===== config.mk =====
export PLATFORM = sky130hd
export DESIGN_NAME = riscv_rf_wb_sched_flat
export DESIGN_NICKNAME = d
export VERILOG_FILES = /design/src/rtl/riscv_rf_wb_sched_if.sv /design/src/rtl/riscv_rf_wb_sched.sv /design/src/flat_wrapper.sv
export SDC_FILE = /design/constraint.sdc
export NUM_CORES = 1
export LEC_CHECK = 0
export ABC_CLOCK_PERIOD_IN_PS = 4150
export BUFFER_PORTS_ARGS = -buffer_cell sky130_fd_sc_hd__buf_2
export CORE_MARGIN = 1
export CORE_UTILIZATION = 53
export DETAILED_ROUTE_END_ITERATION = 16
export PLACE_DENSITY = 0.86
export SLEW_MARGIN = 20
export SYNTH_ARGS = -nofsm -noshare
export SYNTH_HDL_FRONTEND = slang
export SYNTH_SLANG_ARGS = --single-unit

===== constraint.sdc =====
create_clock -name clk -period 4.15 [get_ports clk]
set_input_delay 0.415 -clock clk [delete_from_list [all_inputs] [get_ports clk]]
set_output_delay 0.415 -clock clk [all_outputs]
set_load 0.02 [all_outputs]

===== src/rtl/riscv_rf_wb_sched_if.sv =====
// Bundles the write-back request ports, issue hazard check and regfile write port
// shared by the scheduler (slave) and its surrounding pipeline (master).
interface riscv_rf_wb_sched_if #(
    parameter int unsigned XLEN = 32,
    parameter int unsigned AW   = 5
);
    logic                 p0_valid;
    logic [AW-1:0]        p0_rd;
    logic [XLEN-1:0]      p0_data;
    logic                 p0_ready;
    logic                 p1_valid;
    logic [AW-1:0]        p1_rd;
    logic [XLEN-1:0]      p1_data;
    logic                 p1_ready;
    logic                 iss_valid;
    logic                 iss_long;
    logic [AW-1:0]        iss_rs1;
    logic [AW-1:0]        iss_rs2;
    logic [AW-1:0]        iss_rd;
    logic                 iss_stall;
    logic                 we3;
    logic [AW-1:0]        a3;
    logic [XLEN-1:0]      wd3;
    logic [(1<<AW)-1:0]   pending;

    modport master (
        output p0_valid, p0_rd, p0_data, p1_valid, p1_rd, p1_data,
               iss_valid, iss_long, iss_rs1, iss_rs2, iss_rd,
        input  p0_ready, p1_ready, iss_stall, we3, a3, wd3, pending
    );

    modport slave (
        input  p0_valid, p0_rd, p0_data, p1_valid, p1_rd, p1_data,
               iss_valid, iss_long, iss_rs1, iss_rs2, iss_rd,
        output p0_ready, p1_ready, iss_stall, we3, a3, wd3, pending
    );
endinterface


===== src/rtl/riscv_rf_wb_sched.sv =====
// Round-robin arbiter for the single regfile write port between the ALU (port 0)
// and LSU/MUL (port 1), plus a pending scoreboard stalling RAW/WAW on long ops.
module riscv_rf_wb_sched #(
    parameter int unsigned XLEN = 32,
    parameter int unsigned AW   = 5
) (
    input  logic                clk,
    input  logic                rst,
    riscv_rf_wb_sched_if.slave  bus
);
    localparam int unsigned NREG = 1 << AW;

    typedef enum logic {
        LG_P0 = 1'b0,
        LG_P1 = 1'b1
    } lg_e;

    lg_e              lg_q, lg_d;
    logic             we_q, we_d;
    logic [AW-1:0]    a3_q, a3_d;
    logic [XLEN-1:0]  wd_q, wd_d;
    logic [NREG-1:0]  pend_q, pend_d;

    logic             p0_rdy, p1_rdy, xfer, stall, iss_set;
    logic [AW-1:0]    gnt_rd;
    logic [XLEN-1:0]  gnt_data;

    always_comb begin
        // The port that did not win last time gets priority on contention.
        p0_rdy   = bus.p0_valid & (~bus.p1_valid | (lg_q == LG_P1));
        p1_rdy   = bus.p1_valid & (~bus.p0_valid | (lg_q == LG_P0));
        xfer     = p0_rdy | p1_rdy;
        gnt_rd   = p1_rdy ? bus.p1_rd   : bus.p0_rd;
        gnt_data = p1_rdy ? bus.p1_data : bus.p0_data;

        stall   = bus.iss_valid & (pend_q[bus.iss_rs1] | pend_q[bus.iss_rs2] | pend_q[bus.iss_rd]);
        iss_set = bus.iss_valid & ~stall & bus.iss_long & (bus.iss_rd != '0);

        lg_d = lg_q;
        if (p0_rdy)      lg_d = LG_P0;
        else if (p1_rdy) lg_d = LG_P1;

        we_d = xfer & (gnt_rd != '0);
        a3_d = xfer ? gnt_rd   : a3_q;
        wd_d = xfer ? gnt_data : wd_q;

        // Clear is applied after set so it wins on a same-register collision.
        pend_d = pend_q;
        if (iss_set) pend_d[bus.iss_rd] = 1'b1;
        if (p1_rdy)  pend_d[bus.p1_rd]  = 1'b0;
        pend_d[0] = 1'b0;
    end

    always_ff @(posedge clk) begin
        if (rst) begin
            lg_q   <= LG_P1;
            we_q   <= 1'b0;
            a3_q   <= '0;
            wd_q   <= '0;
            pend_q <= '0;
        end else begin
            lg_q   <= lg_d;
            we_q   <= we_d;
            a3_q   <= a3_d;
            wd_q   <= wd_d;
            pend_q <= pend_d;
        end
    end

    assign bus.p0_ready  = p0_rdy;
    assign bus.p1_ready  = p1_rdy;
    assign bus.iss_stall = stall;
    assign bus.we3       = we_q;
    assign bus.a3        = a3_q;
    assign bus.wd3       = wd_q;
    assign bus.pending   = pend_q;
endmodule


===== src/flat_wrapper.sv =====
// flat-port wrapper written by rule: the top's interface ports become plain ports
module riscv_rf_wb_sched_flat 
#(
    parameter int unsigned XLEN = 32,
    parameter int unsigned AW   = 5
)
  (clk, rst, bus_p0_valid, bus_p0_rd, bus_p0_data, bus_p1_valid, bus_p1_rd, bus_p1_data, bus_iss_valid, bus_iss_long, bus_iss_rs1, bus_iss_rs2, bus_iss_rd, bus_p0_ready, bus_p1_ready, bus_iss_stall, bus_we3, bus_a3, bus_wd3, bus_pending);
  riscv_rf_wb_sched_if #(.XLEN(XLEN), .AW(AW)) bus_i ();
  input  logic clk;
  input  logic rst;
  input wire logic [$bits(bus_i.p0_valid)-1:0] bus_p0_valid;
  input wire logic [$bits(bus_i.p0_rd)-1:0] bus_p0_rd;
  input wire logic [$bits(bus_i.p0_data)-1:0] bus_p0_data;
  input wire logic [$bits(bus_i.p1_valid)-1:0] bus_p1_valid;
  input wire logic [$bits(bus_i.p1_rd)-1:0] bus_p1_rd;
  input wire logic [$bits(bus_i.p1_data)-1:0] bus_p1_data;
  input wire logic [$bits(bus_i.iss_valid)-1:0] bus_iss_valid;
  input wire logic [$bits(bus_i.iss_long)-1:0] bus_iss_long;
  input wire logic [$bits(bus_i.iss_rs1)-1:0] bus_iss_rs1;
  input wire logic [$bits(bus_i.iss_rs2)-1:0] bus_iss_rs2;
  input wire logic [$bits(bus_i.iss_rd)-1:0] bus_iss_rd;
  output wire logic [$bits(bus_i.p0_ready)-1:0] bus_p0_ready;
  output wire logic [$bits(bus_i.p1_ready)-1:0] bus_p1_ready;
  output wire logic [$bits(bus_i.iss_stall)-1:0] bus_iss_stall;
  output wire logic [$bits(bus_i.we3)-1:0] bus_we3;
  output wire logic [$bits(bus_i.a3)-1:0] bus_a3;
  output wire logic [$bits(bus_i.wd3)-1:0] bus_wd3;
  output wire logic [$bits(bus_i.pending)-1:0] bus_pending;
  assign bus_i.p0_valid = bus_p0_valid;
  assign bus_i.p0_rd = bus_p0_rd;
  assign bus_i.p0_data = bus_p0_data;
  assign bus_i.p1_valid = bus_p1_valid;
  assign bus_i.p1_rd = bus_p1_rd;
  assign bus_i.p1_data = bus_p1_data;
  assign bus_i.iss_valid = bus_iss_valid;
  assign bus_i.iss_long = bus_iss_long;
  assign bus_i.iss_rs1 = bus_iss_rs1;
  assign bus_i.iss_rs2 = bus_iss_rs2;
  assign bus_i.iss_rd = bus_iss_rd;
  assign bus_p0_ready = bus_i.p0_ready;
  assign bus_p1_ready = bus_i.p1_ready;
  assign bus_iss_stall = bus_i.iss_stall;
  assign bus_we3 = bus_i.we3;
  assign bus_a3 = bus_i.a3;
  assign bus_wd3 = bus_i.wd3;
  assign bus_pending = bus_i.pending;
  riscv_rf_wb_sched #(.XLEN(XLEN), .AW(AW)) u_core (.clk(clk), .rst(rst), .bus(bus_i));
endmodule

# == Word level (Yosys, flattened, before mapping) ==
# Cells that the tools add are included.
# W data, S select, Z words.
# totals
reg_bits,71
input_bits,95
output_inout_bits,73
elab_cells,52
# op_classes
magnitude_cmp,6
muxes,16
n_bitwise,19
n_reduce_logical,5
# ops
operator,count
$mux W32,3
$and A32 B32 Y32,1
$not A32 Y32,1
$or A32 B32 Y32,1
$lt A5 B6 Y1 const B,4
$bmux W1 S5,3
$demux W1 S5,2
$ge A5 B1 Y1 const B,2
$reduce_bool A5 Y1,2
$and A1 B1 Y1,7
$mux W1,7
$mux W5,1
$or A1 B1 Y1,5
$not A1 Y1,4
$logic_and A1 B1 Y1,2
$reduce_bool A2 Y1,1

# == Depth between registers and ports, before layout ==
# depth
word_depth,12
depth_mapped,9
ltp_nobuf,8

# == Worst setup path before layout ==
# OpenSTA, ideal clock, no wires.
# synth_path
path_type,in2out
start,in bus_iss_rd[4]
end,out bus_iss_stall
arrival_ps,2201
required_ps,3735
setup_slack_ps,1534
stages,7
n_path_buf,2
cell_sequence,buf_2 nor3b_1 a221oi_1 or2_0 and4_1 buf_2 a31oi_1
# synth_via
elab_chain_cells,4
# synth_rtl
element,line_no,rtl
"start, declared",flat_wrapper.sv:21,input wire logic [$bits(bus_i.iss_rd)-1:0] bus_iss_rd;
$bmux W1 S5,riscv_rf_wb_sched.sv:36,stall = bus.iss_valid & (pend_q[bus.iss_rs1] | pend_q[bus.iss_rs2] | pend_q[bus.iss_rd]);
$mux W1 (implied by the code),riscv_rf_wb_sched.sv:36,
$or A1 B1 Y1,riscv_rf_wb_sched.sv:36,
$and A1 B1 Y1,riscv_rf_wb_sched.sv:36,
"end, declared",flat_wrapper.sv:24,output wire logic [$bits(bus_i.iss_stall)-1:0] bus_iss_stall;
# Every way passes these cells. The select of a mux whose other input is x is not followed.

# == Worst setup path after layout ==
# layout_path
start,in bus_iss_rd[1]
end,out bus_iss_stall
# The elaborated chain is that of the path after synthesis.

==> impl_metrics.env <==
export IMPL_ys_dominant_reg_cell="dfxtp_1"
export IMPL_ctsRootBufferMaster="clkbuf_8"
export IMPL_drtPass1Iterations=5
export IMPL_yosysTopAreaCell="dfxtp_1"
export IMPL_numCtsBuffers=9
export IMPL_floorplan_rows=32
export IMPL_filler_cell_count=695
export IMPL_clock_latency_ns=0.35
export IMPL_die_y_um=91.1
export IMPL_syn_to_final_growth_pct=24.4
export IMPL_maxUsedRoutingLayer="met4"
export IMPL_dieWidth_um=91.1
export IMPL_yosys_cell_types_count=49
export IMPL_detailedPlacementHpwl_um=10100
export IMPL_hold_path_end="u_core.bus.wd3[29]$_SDFFE_PP0P_"
export IMPL_final_setup_tns_ns=0
export IMPL_grt_ovfl_total=0
export IMPL_grt_setup_unrepaired="false"
export IMPL_seqCellArea_sq_mm=0.00140
export IMPL_grt_antenna_before_repair=0
export IMPL_port_buffers=166
export IMPL_reg2reg_slack_ns=1.71
export IMPL_slew_violations=0
export IMPL_tritoncts_clock_tree="built"
export IMPL_detail_route_drc_violations=0
export IMPL_maxClockFrequency_mhz=337
export IMPL_fin_worst_skew_ns=0.00827
export IMPL_cp_max_fo=19
export IMPL_cts_hold_buffers=0
export IMPL_type_of_destination_of_the_critical_path="output port"
export IMPL_grt_pass1_vias=4472
export IMPL_cp_required_ns=3.73
export IMPL_post_route_period_util_pct=71.6
export IMPL_setup_viol_count_final=0
export IMPL_groute_usage_overall_pct=32.5
export IMPL_synth_net_count=613
export IMPL_total_power_uw=1610
export IMPL_cts_max_level=3
export IMPL_dieArea_sq_mm=0.00830
export IMPL_layout_nets=756
export IMPL_clk_sink_count=70
export IMPL_route_vias_total=4749
export IMPL_finalWeightedCongestion=0.985
export IMPL_reg2reg_to="u_core.bus.pending[24]$_SDFF_PP0_"
export IMPL_startpoint_type="input port"
export IMPL_wl_per_cell_um=17.4
export IMPL_synth_warning_count=0
export IMPL_largest_net_degree_at_the_start_of_global_routing=40
export IMPL_measured_slew_at_the_worst_slew_check_pin_ns=1.01
export IMPL_mean_instance_size_in_the_synthesized_netlist_sq_um=8.12
export IMPL_r2r_start="u_core.bus.pending[23]$_SDFF_PP0_"
export IMPL_reg2regPathDepth=5
export IMPL_multi_input_area_sq_mm=0.00255
export IMPL_fp_coreArea_sq_mm=0.00769
export IMPL_number_of_drc_markers_in_iteration_0=352
export IMPL_synth_edff_count=0
export IMPL_cts_clk_slew_worst_paths_ns=0.08
export IMPL_timing_critical_path_arrival_ns=2.56
export IMPL_synth_top_cells_by_area="dfxtp_1 (33%), nor2_1 (11%), mux4_2 (5.4%)"
export IMPL_worstSetupPathType="in -> out"
export IMPL_initial_utilization_pct=54.7
export IMPL_final_period_minus_worst_setup_slack_ns=2.97
export IMPL_timing_final_hold_violations=0
export IMPL_fraction_of_registers_with_async_set_reset_pct=0
export IMPL_routed_wirelength_um=13400
export IMPL_wl_met1_um=5350
export IMPL_postCtsSetupBuffers=0
export IMPL_met2_wirelength_um=6270
export IMPL_vdd_ir_drop_worst_mv=0.291
export IMPL_top_level_ports=168
export IMPL_maxCapViolCount=0
export IMPL_class_of_the_tightest_hold_or_removal_check="in -> reg"
export IMPL_detail_route_antenna_nets=0
export IMPL_synthDominantCellAreaShare_pct=33.3
export IMPL_mappedNetlistArea_sq_mm=0.00421
export IMPL_routed_wl_met3_um=1250
export IMPL_p_leak_uw=0.00230
export IMPL_antenna_cells_inserted=0
export IMPL_worst_hold_path_num_cells=3
export IMPL_synth_seq_area_share_pct=33.3
export IMPL_synth_seq_cells=70
export IMPL_power_density_mw_per_mm2=307
export IMPL_first_pass_grt_wire_length_um=21700
export IMPL_synthCells=518
export IMPL_fraction_of_layout_instances_using_a_drive_strength_above_1_pct=32.0
export IMPL_post_drt_via_cell_ratio=6.18
export IMPL_outcome="completed"
export IMPL_ctsResizeCount=0
export IMPL_cts_buffer_depth=2
export IMPL_worst_hold_start="bus_p0_data[29]"
export IMPL_max_slew_margin_pct=32.4
## synth_stat cells, types with 4 or more instances
| library cell | count |
|---|---|
| a311oi_1 | 5 |
| o2bb2ai_1 | 10 |
| a211oi_1 | 22 |
| clkbuf_1 | 25 |
| nor2b_1 | 7 |
| dfxtp_1 | 70 |
| mux4_2 | 10 |
| a221oi_1 | 11 |
| and3_1 | 4 |
| nand2_1 | 33 |
| nor3b_1 | 13 |
| nand3_1 | 4 |
| nor4_1 | 28 |
| mux2i_1 | 22 |
| nor3_1 | 5 |
| mux2_2 | 12 |
| o21bai_1 | 8 |
| a211o_1 | 6 |
| a21oi_1 | 8 |
| nand4_1 | 15 |
| inv_1 | 18 |
| nand3b_1 | 4 |
| a2111oi_0 | 5 |
| buf_2 | 10 |
| o21ai_0 | 9 |
| nor2_1 | 118 |
## layer usage
metal,track usage (%),up-vias
met2,54.0,301
met1,41.0,2204
li1,-,2197
met5,0,-
met3,6.03,47
met4,14.8,0
## worst max-delay path, cell delays in order
cell and delay (ns):
buf_2 0.34, mux2_2 0.40, a22oi_1 0.19, o21ai_0 0.15, nor2_1 0.63, a31oi_1 0.21, buf_2 0.21
## worst max path at each step
stage	startpoint	endpoint	slack, ns	cells after the start
finish	bus_iss_rd[1]	bus_iss_stall	1.18	7
global placement	bus_iss_rd[1]	bus_iss_stall	1.36	7
global route	bus_iss_rd[1]	bus_iss_stall	1.04	7
floorplan	bus_iss_rd[4]	bus_iss_stall	1.53	7
detailed placement	bus_iss_rd[1]	bus_iss_stall	1.25	7
CTS	u_core.bus.pending[25]$_SDFF_PP0_	bus_iss_stall	1.23	7
## stage by stage
step | instances | setup WS [ns] | hold slack (ns) | util (%) | area (sq um)
global route | 768 | 1.04 | 0.327 | 68.1 | 5230
global placement | 752 | 1.36 | 0.467 | 65.5 | 5030
detailed placement | 752 | 1.25 | 0.468 | 65.5 | 5030
finish | 768 | 1.18 | 0.333 | 68.1 | 5230
floorplan | 518 | 1.53 | 0.541 | - | 4210
CTS | 768 | 1.23 | 0.322 | 68.1 | 5230
## kinds of logic (layout without fill, tap and decap cells)
| kind of cell | Yosys count | in the layout | share of synthesized area, % |
|---|---|---|---|
| AND/OR/NAND/NOR | 244 | 244 | 28.5 |
| AO/OA/AOI/OAI | 100 | 100 | 18.3 |
| flip-flops | 70 | 70 | 33.3 |
| buffers and inverters | 59 | 207 | 6.01 |
| multiplexers | 44 | 44 | 13.8 |
| other | 1 | 1 | 0.0891 |
## where the power goes
group | switching, uW | internal (uW) | total [uW]
sequential | 17.7 | 704 | 722
combinational | 205 | 120 | 324
clock | 264 | 294 | 559
total | 487 | 1120 | 1610
## state kept, by name, summed over array words and instances, names as in the netlist
register / cells
u_core.lg_q: 1
u_core.bus.a3: 5
u_core.bus.wd3: 32
u_core.bus.we3: 1
u_core.bus.pending: 31
## layout make-up
cell class	instances	share of cell area, %
Clock inverter	5	1.12
Tap cell	102	2.44
Timing Repair Buffer	173	16.9
Sequential cell	70	26.8
Inverter	18	1.29
Multi-Input combinational cell	389	48.8
Clock buffer	11	2.70
## cells in the final DEF, fill, tap and decap left out, drive strengths merged, types with 5 or more instances in the layout
master / instances
nor2b: 7
nand2: 33
inv: 18
nor2: 118
buf: 173
mux2: 12
a2111oi: 5
a211oi: 22
mux4: 10
a21oi: 8
nand4: 16
dfxtp: 70
o21ai: 9
o21bai: 8
o2bb2ai: 10
clkbuf: 11
nor3: 5
a211o: 6
mux2i: 22
a221oi: 11
nor3b: 13
nor4: 29
a311oi: 5
Power figures use the tool's default switching activity.
